$ cat src/rtl/dmem_arbiter.sv
// Round-robin arbiter sharing a single-port data memory between the core (port 0)
// and the debug/loader port (port 1), sequencing each access as ISSUE then COMPLETE.
module dmem_arbiter #(
    parameter int ADDR_W = 9,
    parameter int DATA_W = 32
) (
    input  logic              clk,
    input  logic              rst,
    input  logic              req0,
    input  logic              wr0,
    input  logic              rd0,
    input  logic [ADDR_W-1:0] addr0,
    input  logic [DATA_W-1:0] wdata0,
    output logic              gnt0,
    output logic              done0,
    output logic [DATA_W-1:0] rdata0,
    input  logic              req1,
    input  logic              wr1,
    input  logic              rd1,
    input  logic [ADDR_W-1:0] addr1,
    input  logic [DATA_W-1:0] wdata1,
    output logic              gnt1,
    output logic              done1,
    output logic [DATA_W-1:0] rdata1,
    output logic              core_stall,
    output logic              mem_wr,
    output logic              mem_rd,
    output logic [ADDR_W-1:0] mem_addr,
    output logic [DATA_W-1:0] mem_wdata,
    input  logic [DATA_W-1:0] mem_rdata,
    output logic              WR,
    output logic              RD,
    output logic [ADDR_W-1:0] Address,
    output logic [DATA_W-1:0] WRData,
    output logic [DATA_W-1:0] RDData
);
    typedef enum logic [1:0] {
        S_IDLE     = 2'd0,
        S_ISSUE    = 2'd1,
        S_COMPLETE = 2'd2
    } state_t;

    state_t            r_state;
    logic              r_owner, r_last, r_rd;
    logic              r_mem_wr, r_mem_rd;
    logic              r_gnt0, r_gnt1, r_done0, r_done1;
    logic [ADDR_W-1:0] r_addr;
    logic [DATA_W-1:0] r_wdata, r_rdata0, r_rdata1, r_rddata;

    logic              w_win_valid, w_winner, w_sel_wr, w_sel_rd;
    logic [ADDR_W-1:0] w_sel_addr;
    logic [DATA_W-1:0] w_sel_wdata, w_ret;

    // Winner: the sole requester, or on a tie whoever did not win last time.
    always_comb begin
        w_win_valid = req0 | req1;
        if (req0 && req1) begin
            w_winner = ~r_last;
        end else if (req1) begin
            w_winner = 1'b1;
        end else begin
            w_winner = 1'b0;
        end
    end

    // Mux the winning requester's access fields.
    always_comb begin
        if (w_winner) begin
            w_sel_wr    = wr1;
            w_sel_rd    = rd1;
            w_sel_addr  = addr1;
            w_sel_wdata = wdata1;
        end else begin
            w_sel_wr    = wr0;
            w_sel_rd    = rd0;
            w_sel_addr  = addr0;
            w_sel_wdata = wdata0;
        end
    end

    assign w_ret = r_rd ? mem_rdata : {DATA_W{1'b0}};

    // Access sequencer: arbitrate in IDLE/COMPLETE, one ISSUE cycle, one COMPLETE cycle.
    always_ff @(posedge clk or posedge rst) begin
        if (rst) begin
            r_state  <= S_IDLE;
            r_owner  <= 1'b0;
            r_last   <= 1'b1;
            r_rd     <= 1'b0;
            r_mem_wr <= 1'b0;
            r_mem_rd <= 1'b0;
            r_gnt0   <= 1'b0;
            r_gnt1   <= 1'b0;
            r_done0  <= 1'b0;
            r_done1  <= 1'b0;
            r_addr   <= {ADDR_W{1'b0}};
            r_wdata  <= {DATA_W{1'b0}};
            r_rdata0 <= {DATA_W{1'b0}};
            r_rdata1 <= {DATA_W{1'b0}};
            r_rddata <= {DATA_W{1'b0}};
        end else begin
            r_gnt0   <= 1'b0;
            r_gnt1   <= 1'b0;
            r_done0  <= 1'b0;
            r_done1  <= 1'b0;
            r_mem_wr <= 1'b0;
            r_mem_rd <= 1'b0;
            case (r_state)
                S_IDLE, S_COMPLETE: begin
                    if (r_state == S_COMPLETE) begin
                        if (r_owner) begin
                            r_rdata1 <= w_ret;
                        end else begin
                            r_rdata0 <= w_ret;
                        end
                        if (r_rd) begin
                            r_rddata <= mem_rdata;
                        end
                    end
                    if (w_win_valid) begin
                        // A write with both strobes set suppresses the read.
                        r_rd     <= w_sel_rd & ~w_sel_wr;
                        r_mem_wr <= w_sel_wr;
                        r_mem_rd <= w_sel_rd & ~w_sel_wr;
                        r_addr   <= w_sel_addr;
                        r_wdata  <= w_sel_wdata;
                        r_owner  <= w_winner;
                        r_last   <= w_winner;
                        r_gnt0   <= ~w_winner;
                        r_gnt1   <= w_winner;
                        r_state  <= S_ISSUE;
                    end else begin
                        r_state  <= S_IDLE;
                    end
                end
                S_ISSUE: begin
                    r_done0 <= ~r_owner;
                    r_done1 <= r_owner;
                    r_state <= S_COMPLETE;
                end
                default: begin
                    r_state <= S_IDLE;
                end
            endcase
        end
    end

    assign gnt0      = r_gnt0;
    assign gnt1      = r_gnt1;
    assign done0     = r_done0;
    assign done1     = r_done1;
    assign rdata0    = r_done0 ? w_ret : r_rdata0;
    assign rdata1    = r_done1 ? w_ret : r_rdata1;
    assign mem_wr    = r_mem_wr;
    assign mem_rd    = r_mem_rd;
    assign mem_addr  = r_addr;
    assign mem_wdata = r_wdata;
    assign WR        = r_mem_wr;
    assign RD        = r_mem_rd;
    assign Address   = r_addr;
    assign WRData    = r_wdata;
    assign RDData    = (r_state == S_COMPLETE && r_rd) ? mem_rdata : r_rddata;
    assign core_stall = ~rst & req0 & ~(r_state == S_COMPLETE && !r_owner);

endmodule
$ cat config.mk
export PLATFORM = sky130hd
export DESIGN_NAME = dmem_arbiter
export DESIGN_NICKNAME = d
export VERILOG_FILES = /design/src/rtl/dmem_arbiter.sv
export SDC_FILE = /design/constraint.sdc
export NUM_CORES = 1
export LEC_CHECK = 0
export ABC_AREA = 1
export BUFFER_PORTS_ARGS = -buffer_cell sky130_fd_sc_hd__buf_2
export CAP_MARGIN = 40
export CORE_MARGIN = 5
export CORE_UTILIZATION = 45
export DETAILED_ROUTE_END_ITERATION = 8
export PLACE_DENSITY = 0.74
export SLEW_MARGIN = 20
export SYNTH_ARGS = -nofsm -noshare
export SYNTH_HDL_FRONTEND = slang
export SYNTH_SLANG_ARGS = --single-unit
$ cat constraint.sdc
create_clock -name clk -period 4.6 [get_ports clk]
set_input_delay 0.23 -clock clk [delete_from_list [all_inputs] [get_ports clk]]
set_output_delay 0.23 -clock clk [all_outputs]
set_load 0.1 [all_outputs]
== After elaboration in Yosys (flattened, before gate mapping) ==
Index checks and enable logic that the tools add are counted.

* Output and inout port bits: 187
* Register bits after elaboration: 148
* Logic and storage cells: 59
* Bits of input ports: 122

* Reduce and logical (&&, ||, !) cells: 10
* Bitwise operators: 10
* Multiplexer cells: 22
* Eq/ne operators: 2

{| class="wikitable"
|+ Operators with widths
! kind !! count
|-
| two-way mux 32 bit || 5
|-
| two-way mux 1 bit || 15
|-
| two-way mux 9 bit || 1
|-
| AND reduction 3 bit || 3
|-
| inverter 1 bit || 6
|-
| one-hot mux 2 bit (2 select lines) || 1
|-
| AND 1 bit || 3
|-
| logical AND 1 bit || 3
|-
| equality test 2 x 1 -> 1 bit (second input constant) || 1
|-
| equality test 2 bit (second input constant) || 1
|-
| logical NOT 2 bit || 1
|-
| AND reduction 2 bit || 1
|-
| OR reduction 2 bit || 1
|-
| logical NOT 1 bit || 1
|-
| OR 1 bit || 1
|}

== Logic depth before layout (Yosys ltp) ==
Gate-level depths: netlist of the first run.

* Word-level depth: 7
* Mapped depth: 7
* Gate-level depth less buffers: 6

== Least setup slack after synthesis of the first run ==
Ideal clock, no wire load.

* Kind: input -> output
* Start point: input rst
* End point: output core_stall
* Buffers on the path: 0
* Setup slack: 0.130 ns
* Cell stages on the path: 3
* Arrival time: 4.240 ns
* Required time: 4.370 ns
* Cells stage by stage: inv_1 > nand3_1 > inv_1

* Word-level cells in the longest chain between the ends: 3

{| class="wikitable"
|+ RTL lines
! item !! line !! source
|-
| start: declaration || 8 || <nowiki>input logic rst,</nowiki>
|-
| inverter 1 bit || 163 || <nowiki>assign core_stall = ~rst & req0 & ~(r_state == S_COMPLETE && !r_owner);</nowiki>
|-
| AND 1 bit (2 in series) || 163 ||
|-
| end: declaration || 25 || <nowiki>output logic core_stall,</nowiki>
|}

No other way between the ends.

== Worst setup path after layout of the first run ==
* Start point: register r_state[0]
* End point: output RDData[28]

* Word-level cells in the longest chain between the ends: 3

{| class="wikitable"
|+ RTL lines
! item !! line !! source
|-
| start: declaration || 43 || <nowiki>state_t r_state;</nowiki>
|-
| start signal: assignment || 86 || <nowiki>r_state <= S_IDLE;</nowiki>
|-
| start signal: assignment || 131 || <nowiki>r_state <= S_ISSUE;</nowiki>
|-
| start signal: assignment || 133 || <nowiki>r_state <= S_IDLE;</nowiki>
|-
| equality test 2 bit || 162 || <nowiki>assign RDData = (r_state == S_COMPLETE && r_rd) ? mem_rdata : r_rddata;</nowiki>
|-
| logical AND 1 bit || 162 ||
|-
| two-way mux 32 bit || 162 ||
|-
| end: declaration || 35 || <nowiki>output logic [DATA_W-1:0] RDData</nowiki>
|}

No other way between the ends.

==> summary.md, run 1 <==
| Metric | Value |
|---|---|
| Starting Density | `0.4595` |
| Max frequency | `0.3356 GHz` |
| Final setup fails | `0` |
| Initial drt markers | `437` |
| Status | `complete, no violations` |
| Vias per cell | `4.971` |
| Average cell area after synthesis | `8.287 um^2` |
| Die footprint | `18,930 um^2` |
| Nets | `approximately 1,300` |
| Dominant cell type by area after synthesis | `dfrtp_1` |
| Slew Limit Fails | `0` |
| Top cells by area, synth | `dfrtp_1 (50%), nand2_1 (18%), o21ai_0 (9.0%)` |
| Final period utilization | `0.6477` |
| Core area | `between 15,000 and 20,000 um^2` |
| Vias post-DR | `6,771` |
| Clock-pin transition on the worst setup and hold timing paths | `0.06 ns` |
| Critical Path Max Stage Delay | `about 0.47 ns` |
| Critical-path top delay cell | `dfrtp_1` |
| Io pins | `309` |
| Die height | `137.6 um` |
| Routed WL | `21,320 um` |
| Critical Path Fanout Max | `40` |
| Fin cells | `1,362` |
| Synth top area share | `0.5021` |
| Fillers | `1,464` |
| Fin crit period | `2.980 ns` |
| GPL Wtd Cong | `0.7962` |
| Post-synthesis instance total | `approximately 880` |
| Synth top cells by count | `nand2_1 (355), dfrtp_1 (147), o21ai_0 (132)` |
| Crit path kind | `register to output pin` |
| Seq/Total Area, Yosys | `0.5057` |
| Post-cts repair resize count | `0` |
| Max_cap viols | `0` |
| Global-route wire length before repair | `32,900 um` |
| Die width | `137.6 um` |
| GRT Overall Usage | `0.2245` |
| Clk sinks | `148` |
| Type of the most critical hold path | `input pin to register` |
| Worst skew pair latency | `0.42 ns` |
| CTS H-Tree Depth | `4` |
| Total nets after synthesis | `1,006` |
| Initial antenna violation count | `1` |
| Utilization after layout | `0.5814` |
| DR WL/cell | `~16 um` |
| Dpl cells | `1,319` |
| Number of synthesized flops with an enable pin | `0` |
| Post-route ant nets | `0` |
| Clock root cell | `clkbuf_16` |
| Residual DRC | `0` |
| Vias in the first global route | `~6,400` |
| Post-synthesis async set-or-reset flop share | `1.000` |
| CP arrival | `between 2 and 3 ns` |
| Endpoint class of the critical path | `output pin` |
| Mapped Area | `about 7300 um^2` |
| Setup Buffers After CTS | `0` |
| RSZ-0062 raised after global routing | `no` |
| CP Data Required Time | `between 4 and 5 ns` |
| Hold_ws | `0.02035 ns` |
| Dominant cell by count in the synthesized netlist | `nand2_1` |
| Fin. Hold Viols | `0` |
| Port Buffers | `308` |
| Warnings from Yosys | `0` |
| Pre-antenna DRT Iters | `5` |
| Final TNS setup | `0 ns` |
| DP HPWL | `between 15,000 and 20,000 um` |
| CTS buffer count | `17` |
| Synth-to-layout area growth | `26.52%` |
| Slew headroom | `0.5093` |
| Largest net degree at the start of global routing | `81` |
| Max Root-Sink Buffers | `2` |
| Worst slew pin tran | `~0.74 ns` |
| Startpoint types | `register` |
| Share of cells above drive strength 1 | `0.3432` |
| Prevailing post-synth register cell | `dfrtp_1` |
| Most frequent CP cell | `nand2_1` |
| CTS tree | `done` |
| #FFs+latches synth | `~150` |
| Overflow after GRT | `0` |
| Skew final | `between 0.008 and 0.009 ns` |
| Row count | `46` |
| Yosys cell types | `27` |
| Worst-path cell chain | `inv_4 -> nand2_4 -> buf_12 -> nor2_4 -> buf_16 -> nand2_1 -> nand2_1 -> buf_2` |
registers in the layout, indices dropped and copies added (netlist names), 2 cells and up:
signal,cells
Address,9
WRData,32
r_rdata0,32
r_rdata1,32
r_rddata,32
r_state,2
critical path, delay by kind of cell (launching register included):
| kind | cells | cell delay (ns) |
|---|---|---|
| buffers and inverters | 4 | 1.06 |
| AND/OR/NAND/NOR | 4 | 0.79 |
| flip-flops | 1 | 0.47 |
cells in the final DEF, fill, tap and decap left out:
| cell type | Yosys | final |
|---|---|---|
| nand2_1 | 355 | 355 |
| buf_2 | 10 | 308 |
| dfrtp_1 | 147 | 147 |
| o21ai_0 | 132 | 132 |
| o21ai_1 | 33 | 33 |
| o21ai_2 | 28 | 28 |
| nand3_1 | 28 | 28 |
| inv_1 | 25 | 23 |
| o211ai_1 | 17 | 17 |
| clkbuf_16 | 0 | 17 |
| dlygate4sd3_1 | 0 | 9 |
| buf_4 | 54 | 7 |
| nor2_1 | 4 | 4 |
| clkinv_2 | 0 | 4 |
| inv_2 | 1 | 3 |
| clkinv_4 | 0 | 3 |
| buf_12 | 1 | 3 |
| nor2_4 | 2 | 2 |
| nand2_2 | 2 | 2 |
| inv_6 | 0 | 2 |
| nor3_1 | 2 | 2 |
| bufinv_16 | 0 | 2 |
| clkinvlp_4 | 0 | 2 |
| clkbuf_8 | 0 | 2 |
| buf_16 | 0 | 2 |
| diode_2 | 0 | 1 |
| inv_4 | 1 | 1 |
| nand2_4 | 1 | 1 |
| o21ai_4 | 1 | 1 |
| nand3_2 | 1 | 1 |
| clkinv_1 | 2 | 1 |
| nor2_8 | 1 | 1 |
| clkbuf_1 | 18 | 1 |
| dfstp_2 | 1 | 1 |
timing repair:
item | 4_1_cts | 5_1_grt
setup endpoints to repair | 0 | 0
hold buffers | 9 | 0
hold endpoints to repair | 85 | 0
metrics by stage:
step	instance area, um^2	setup WS (ns)
floorplan	7326	0.1296
global placement	8474	1.645
detailed placement	8569	1.863
CTS	9246	1.394
global route	9269	1.444
finish	9269	1.620
path summary, 6_finish.rpt:
check                      startpoint          end  slack (ns)  cells after the start
min in group asynchronous         rst         gnt1        0.49                      3
min reg2reg                   r_owner        done0        0.45                      1
max reg2reg                    r_last   WRData[19]        2.49                      6
min                         wdata0[6]    WRData[6]        0.02                      3
max                        r_state[0]   RDData[28]        1.62                      8
max in group asynchronous         rst  r_rddata[8]        2.97                      5
area by class of cell:
cell class | count | area (um^2) | area share
inverter | 29 | 116.4 | 0.01255
sequential | 148 | 3705 | 0.3997
clock inverter | 12 | 130.1 | 0.01404
clock buffer | 20 | 456.7 | 0.04927
timing repair buffer | 329 | 1799 | 0.1941
antenna | 1 | 2.502 | 0.0002700
multi-input combinational | 607 | 2789 | 0.3009
tap | 216 | 270.3 | 0.02916
layer usage:
layer  up-vias  global-route usage  share of wire  wire [um]
met4         0             0.07705          0.017        357
met3        26             0.05917          0.085       1819
met1      3143              0.2791           0.39       8389
met2       274              0.3788           0.50      10760
met5         -                   0              0          0
li1       3328                   -              -          -
kinds of logic (layout without fill, tap and decap cells):
group,Yosys count,after routing,synth area share
compound gates,211,211,0.1658
simple gates,396,396,0.2149
other cells,0,1,0
flops,148,148,0.5057
buf+inv,129,390,0.1136
Power of run 1 is left out: the tool's default activity adds up to more than one toggle a clock period on the data nets, which glitch-free logic cannot reach.
==> run 2, diff against run 1 <==
--- a/config.mk
+++ b/config.mk
@@ -5,13 +5,13 @@
 export SDC_FILE = /design/constraint.sdc
 export NUM_CORES = 1
 export LEC_CHECK = 0
-export ABC_AREA = 1
+export ABC_AREA = 0
 export BUFFER_PORTS_ARGS = -buffer_cell sky130_fd_sc_hd__buf_2
 export CAP_MARGIN = 40
 export CORE_MARGIN = 5
-export CORE_UTILIZATION = 45
+export CORE_UTILIZATION = 44
 export DETAILED_ROUTE_END_ITERATION = 8
-export PLACE_DENSITY = 0.74
+export PLACE_DENSITY = 0.75
 export SLEW_MARGIN = 20
 export SYNTH_ARGS = -nofsm -noshare
 export SYNTH_HDL_FRONTEND = slang
==> constraint.sdc (replaced) <==
create_clock -name clk -period 2.65 [get_ports clk]
set_input_delay 0.1325 -clock clk [delete_from_list [all_inputs] [get_ports clk]]
set_output_delay 0.1325 -clock clk [all_outputs]
set_load 0.1 [all_outputs]
==> summary.md, run 2 <==
| Metric | Value |
|---|---|
| Warnings from Yosys | `0 (unchanged)` |
| Worst-path cell chain | `nand3b_1 -> buf_4 -> mux2_2 -> buf_12` |
| Fin cells | `1,331 (-2.3%)` |
| Worst slew pin tran | `0.8298 ns (+0.09372 ns)` |
| Seq/Total Area, Yosys | `0.4946 (-0.01115)` |
| CTS buffer count | `17 (unchanged)` |
| Initial antenna violation count | `4 (+3)` |
| DP Worst Slack | `0.7286 ns (-1.134 ns)` |
| Multiplexer share of the synthesized area | `0.1216 (+0.1216)` |
| Mapped Area | `7491 um^2 (+2.3%)` |
| RSZ-0062 raised after global routing | `no` |
| Setup WS post-layout | `0.2807 ns (-1.340 ns)` |
| Adder-cell share of the synthesized area | `0 (unchanged)` |
| Final setup fails | `0 (unchanged)` |
| Post-cts repair resize count | `0 (unchanged)` |
| Number of synthesized flops with an enable pin | `0 (unchanged)` |
| Dominant cell by count in the synthesized netlist | `dfrtp_1` |
| Die width | `140.5 um (+2.1%)` |
| Top layer used by detailed routing | `met5` |
| Skew final | `0.009198 ns (+0.0005510 ns)` |
| Fin crit period | `2.369 ns` |
| GRT Overall Usage | `0.2202 (-0.004247)` |
| Endpoint class of the critical path | `output pin` |
| FF-to-FF path depth | `5 (-1)` |
| Overflow after GRT | `0 (unchanged)` |
| Synth-to-layout area growth | `45.97%` |
| Post-synthesis instance total | `785 (-11%)` |
| Cell Area, Placed | `9574 um^2 (+12%)` |
| Hold_ws | `-0.07347 ns (-0.09382 ns)` |
| Vias post-DR | `6,688 (-1.2%)` |
| Largest net degree at the start of global routing | `149 (+84%)` |
| Synth top cells by count | `dfrtp_1 (147), o21ai_0 (124), nand2_1 (108)` |
| Post-synthesis xor/xnor area fraction | `0 (unchanged)` |
| Compound-Gate Fraction of Synth Area | `0.1421 (-0.02370)` |
| Share of cells above drive strength 1 | `0.4495 (+0.1062)` |
| Row count | `47 (+2.2%)` |
| Startpoint types | `register` |
| Final period utilization | `0.8941` |
| CTS H-Tree Depth | `4 (unchanged)` |
| Post-synthesis simple-gate area fraction | `0.1258 (-0.08909)` |
| Critical Path Max Stage Delay | `0.43 ns (-0.04 ns)` |
| Prevailing post-synth register cell | `dfrtp_1` |
| CTS tree | `done` |
| Worst flop-to-flop path endpoint | `WRData[18]` |
| Slew Limit Fails | `0 (unchanged)` |
| GPL Wtd Cong | `0.8159 (+2.5%)` |
| Finished layout cell area | `10,930 um^2 (+18%)` |
| Slew headroom | `0.4468 (-0.06248)` |
| Max_cap viols | `0 (unchanged)` |
| Worst skew pair latency | `0.42 ns (about the same)` |
| Clock-pin transition on the worst setup and hold timing paths | `0.06 ns (about the same)` |
| Met1 wire length | `8760 um (+4.4%)` |
| Post-route ant nets | `0 (unchanged)` |
| DR WL/cell | `16.52 um (+5.5%)` |
| Reg2reg setup slack | `0.50 ns (-1.99 ns)` |
| Nets | `1,217 (-3.0%)` |
| Failing checks | `negative hold slack` |
| Critical Path Fanout Max | `22 (-45%)` |
| CP Data Required Time | `2.52 ns (-1.85 ns)` |
| Yosys cell types | `30 (+11%)` |
| Fin. Hold Viols | `54 (+54)` |
| Vias in the first global route | `6,806 (+6.4%)` |
| Final TNS setup | `0 ns (unchanged)` |
| Met2 routed WL | `11,060 um (+2.8%)` |
| Critical-path top delay cell | `nand3b_1` |
| Dpl cells | `1,226 (-7.1%)` |
| Crit path kind | `register to output pin` |
| Io pins | `309 (unchanged)` |
| Global-route wire length before repair | `34,960 um (+6.3%)` |
| Total nets after synthesis | `907 (-9.8%)` |
| Synth top area share | `0.4911 (-0.01107)` |
| Type of the most critical hold path | `input pin to async pin` |
| Clock root cell | `clkbuf_16` |
| Die height | `140.5 um (+2.1%)` |
| Setup Buffers After CTS | `0 (unchanged)` |
| Max frequency | `0.4221 GHz` |
| Status | `finished with violations` |
| Die footprint | `19,730 um^2 (+4.2%)` |
| Fillers | `1,258 (-14%)` |
| Clk sinks | `148 (unchanged)` |
| Max Root-Sink Buffers | `2 (unchanged)` |
| WL met3 | `1497 um (-18%)` |
| Top cells by area, synth | `dfrtp_1 (49%), mux2_2 (9.6%), o21ai_0 (8.3%)` |
| Reg2Reg Launch Point | `r_last` |
| DP HPWL | `15,090 um (-1.5%)` |
| Largest family of logic cells by synthesized area | `compound AO/OA/AOI/OAI gates` |
| Average cell area after synthesis | `9.543 um^2 (+15%)` |
| Vias per cell | `5.025 (+1.1%)` |
| #FFs+latches synth | `148 (unchanged)` |
| Core area | `16,640 um^2 (+4.4%)` |
| Post-synthesis async set-or-reset flop share | `1.000 (unchanged)` |
| CP arrival | `2.24 ns (-0.51 ns)` |
| Routed WL | `21,990 um (+3.1%)` |
| Commonest cells after routing, fill and taps aside | `buf_2 (278), dfrtp_1 (144), nand2_1 (108), dlygate4sd3_1 (70), o21ai_2 (69)` |
| Port Buffers | `308 (unchanged)` |
| Pre-antenna DRT Iters | `5 (unchanged)` |
| Dominant cell type by area after synthesis | `dfrtp_1` |
| Starting Density | `0.4501 (-0.009388)` |
| Most common cell after layout, fill and taps aside | `buf_2` |
| Residual DRC | `0 (unchanged)` |
| Initial drt markers | `320 (-27%)` |
## run 2: changes by cell type in the layout (fill, tap and decap cells not counted), moves of 36 or more
cell / before / now
mux2_2: 0 / 64
inv_1: 23 / 66
o21ai_0: 132 / 60
nand3_1: 28 / 64
nand2_1: 355 / 108
o21ai_2: 28 / 69
dlygate4sd3_1: 9 / 70
## run 2: metal layers
| metal | up-vias | track usage |
|---|---|---|
| met4 | 2 | 0.09077 |
| li1 | 3242 | - |
| met2 | 243 | 0.3669 |
| met3 | 47 | 0.05896 |
| met5 | - | 0 |
| met1 | 3154 | 0.2711 |
## run 2: repair_timing
item | 4_1_cts | 5_1_grt
setup endpoints to repair | 0 | 0
hold endpoints to repair | 42 | 0
hold buffers | 70 | 0
## run 2: logic make-up after synthesis
logic type / Yosys count
and+or+nand+nor: 208
DFF: 148
AOI/OAI and AO/OA: 177
muxes: 83
buffers and inverters: 169
## run 2: how the worst max path moves through the flow
stage,slack (ns),cells after the start,to,start
after floorplan,-0.58,2,core_stall,rst
after global placement,0.76,4,r_rdata0[26],r_state[0]
after detailed placement,0.73,4,rdata0[6],done0
after CTS,0.25,4,RDData[5],r_state[1]
after global routing,0.16,4,RDData[9],r_state[0]
final,0.28,4,RDData[16],r_state[1]
## run 2: critical path, delay by kind of cell (launching register included)
kind,cells,cell delay [ns]
mux,1,0.40
simple gates,1,0.43
buf+inv,2,0.56
flops,1,0.41
## run 2: area by class of cell
| cell class | instances | area [um^2] | area share |
|---|---|---|---|
| sequential | 148 | 3709 | 0.3392 |
| multi-input combinational | 468 | 3181 | 0.2909 |
| timing repair buffer | 393 | 2855 | 0.2611 |
| clock buffer | 21 | 480.5 | 0.04394 |
| tap | 220 | 275.3 | 0.02517 |
| inverter | 67 | 255.2 | 0.02334 |
| clock inverter | 11 | 171.4 | 0.01568 |
| antenna | 3 | 7.507 | 0.0006866 |
## run 2: through the flow
stage                     utilization  hold WS, ns
after floorplan                     -       0.1954
after global placement         0.5753       0.3353
after detailed placement       0.5753       0.3392
after CTS                      0.6566    0.0005750
after global routing           0.6570     0.002871
final                          0.6570     -0.07347
Power of run 2 is left out for the same reason.
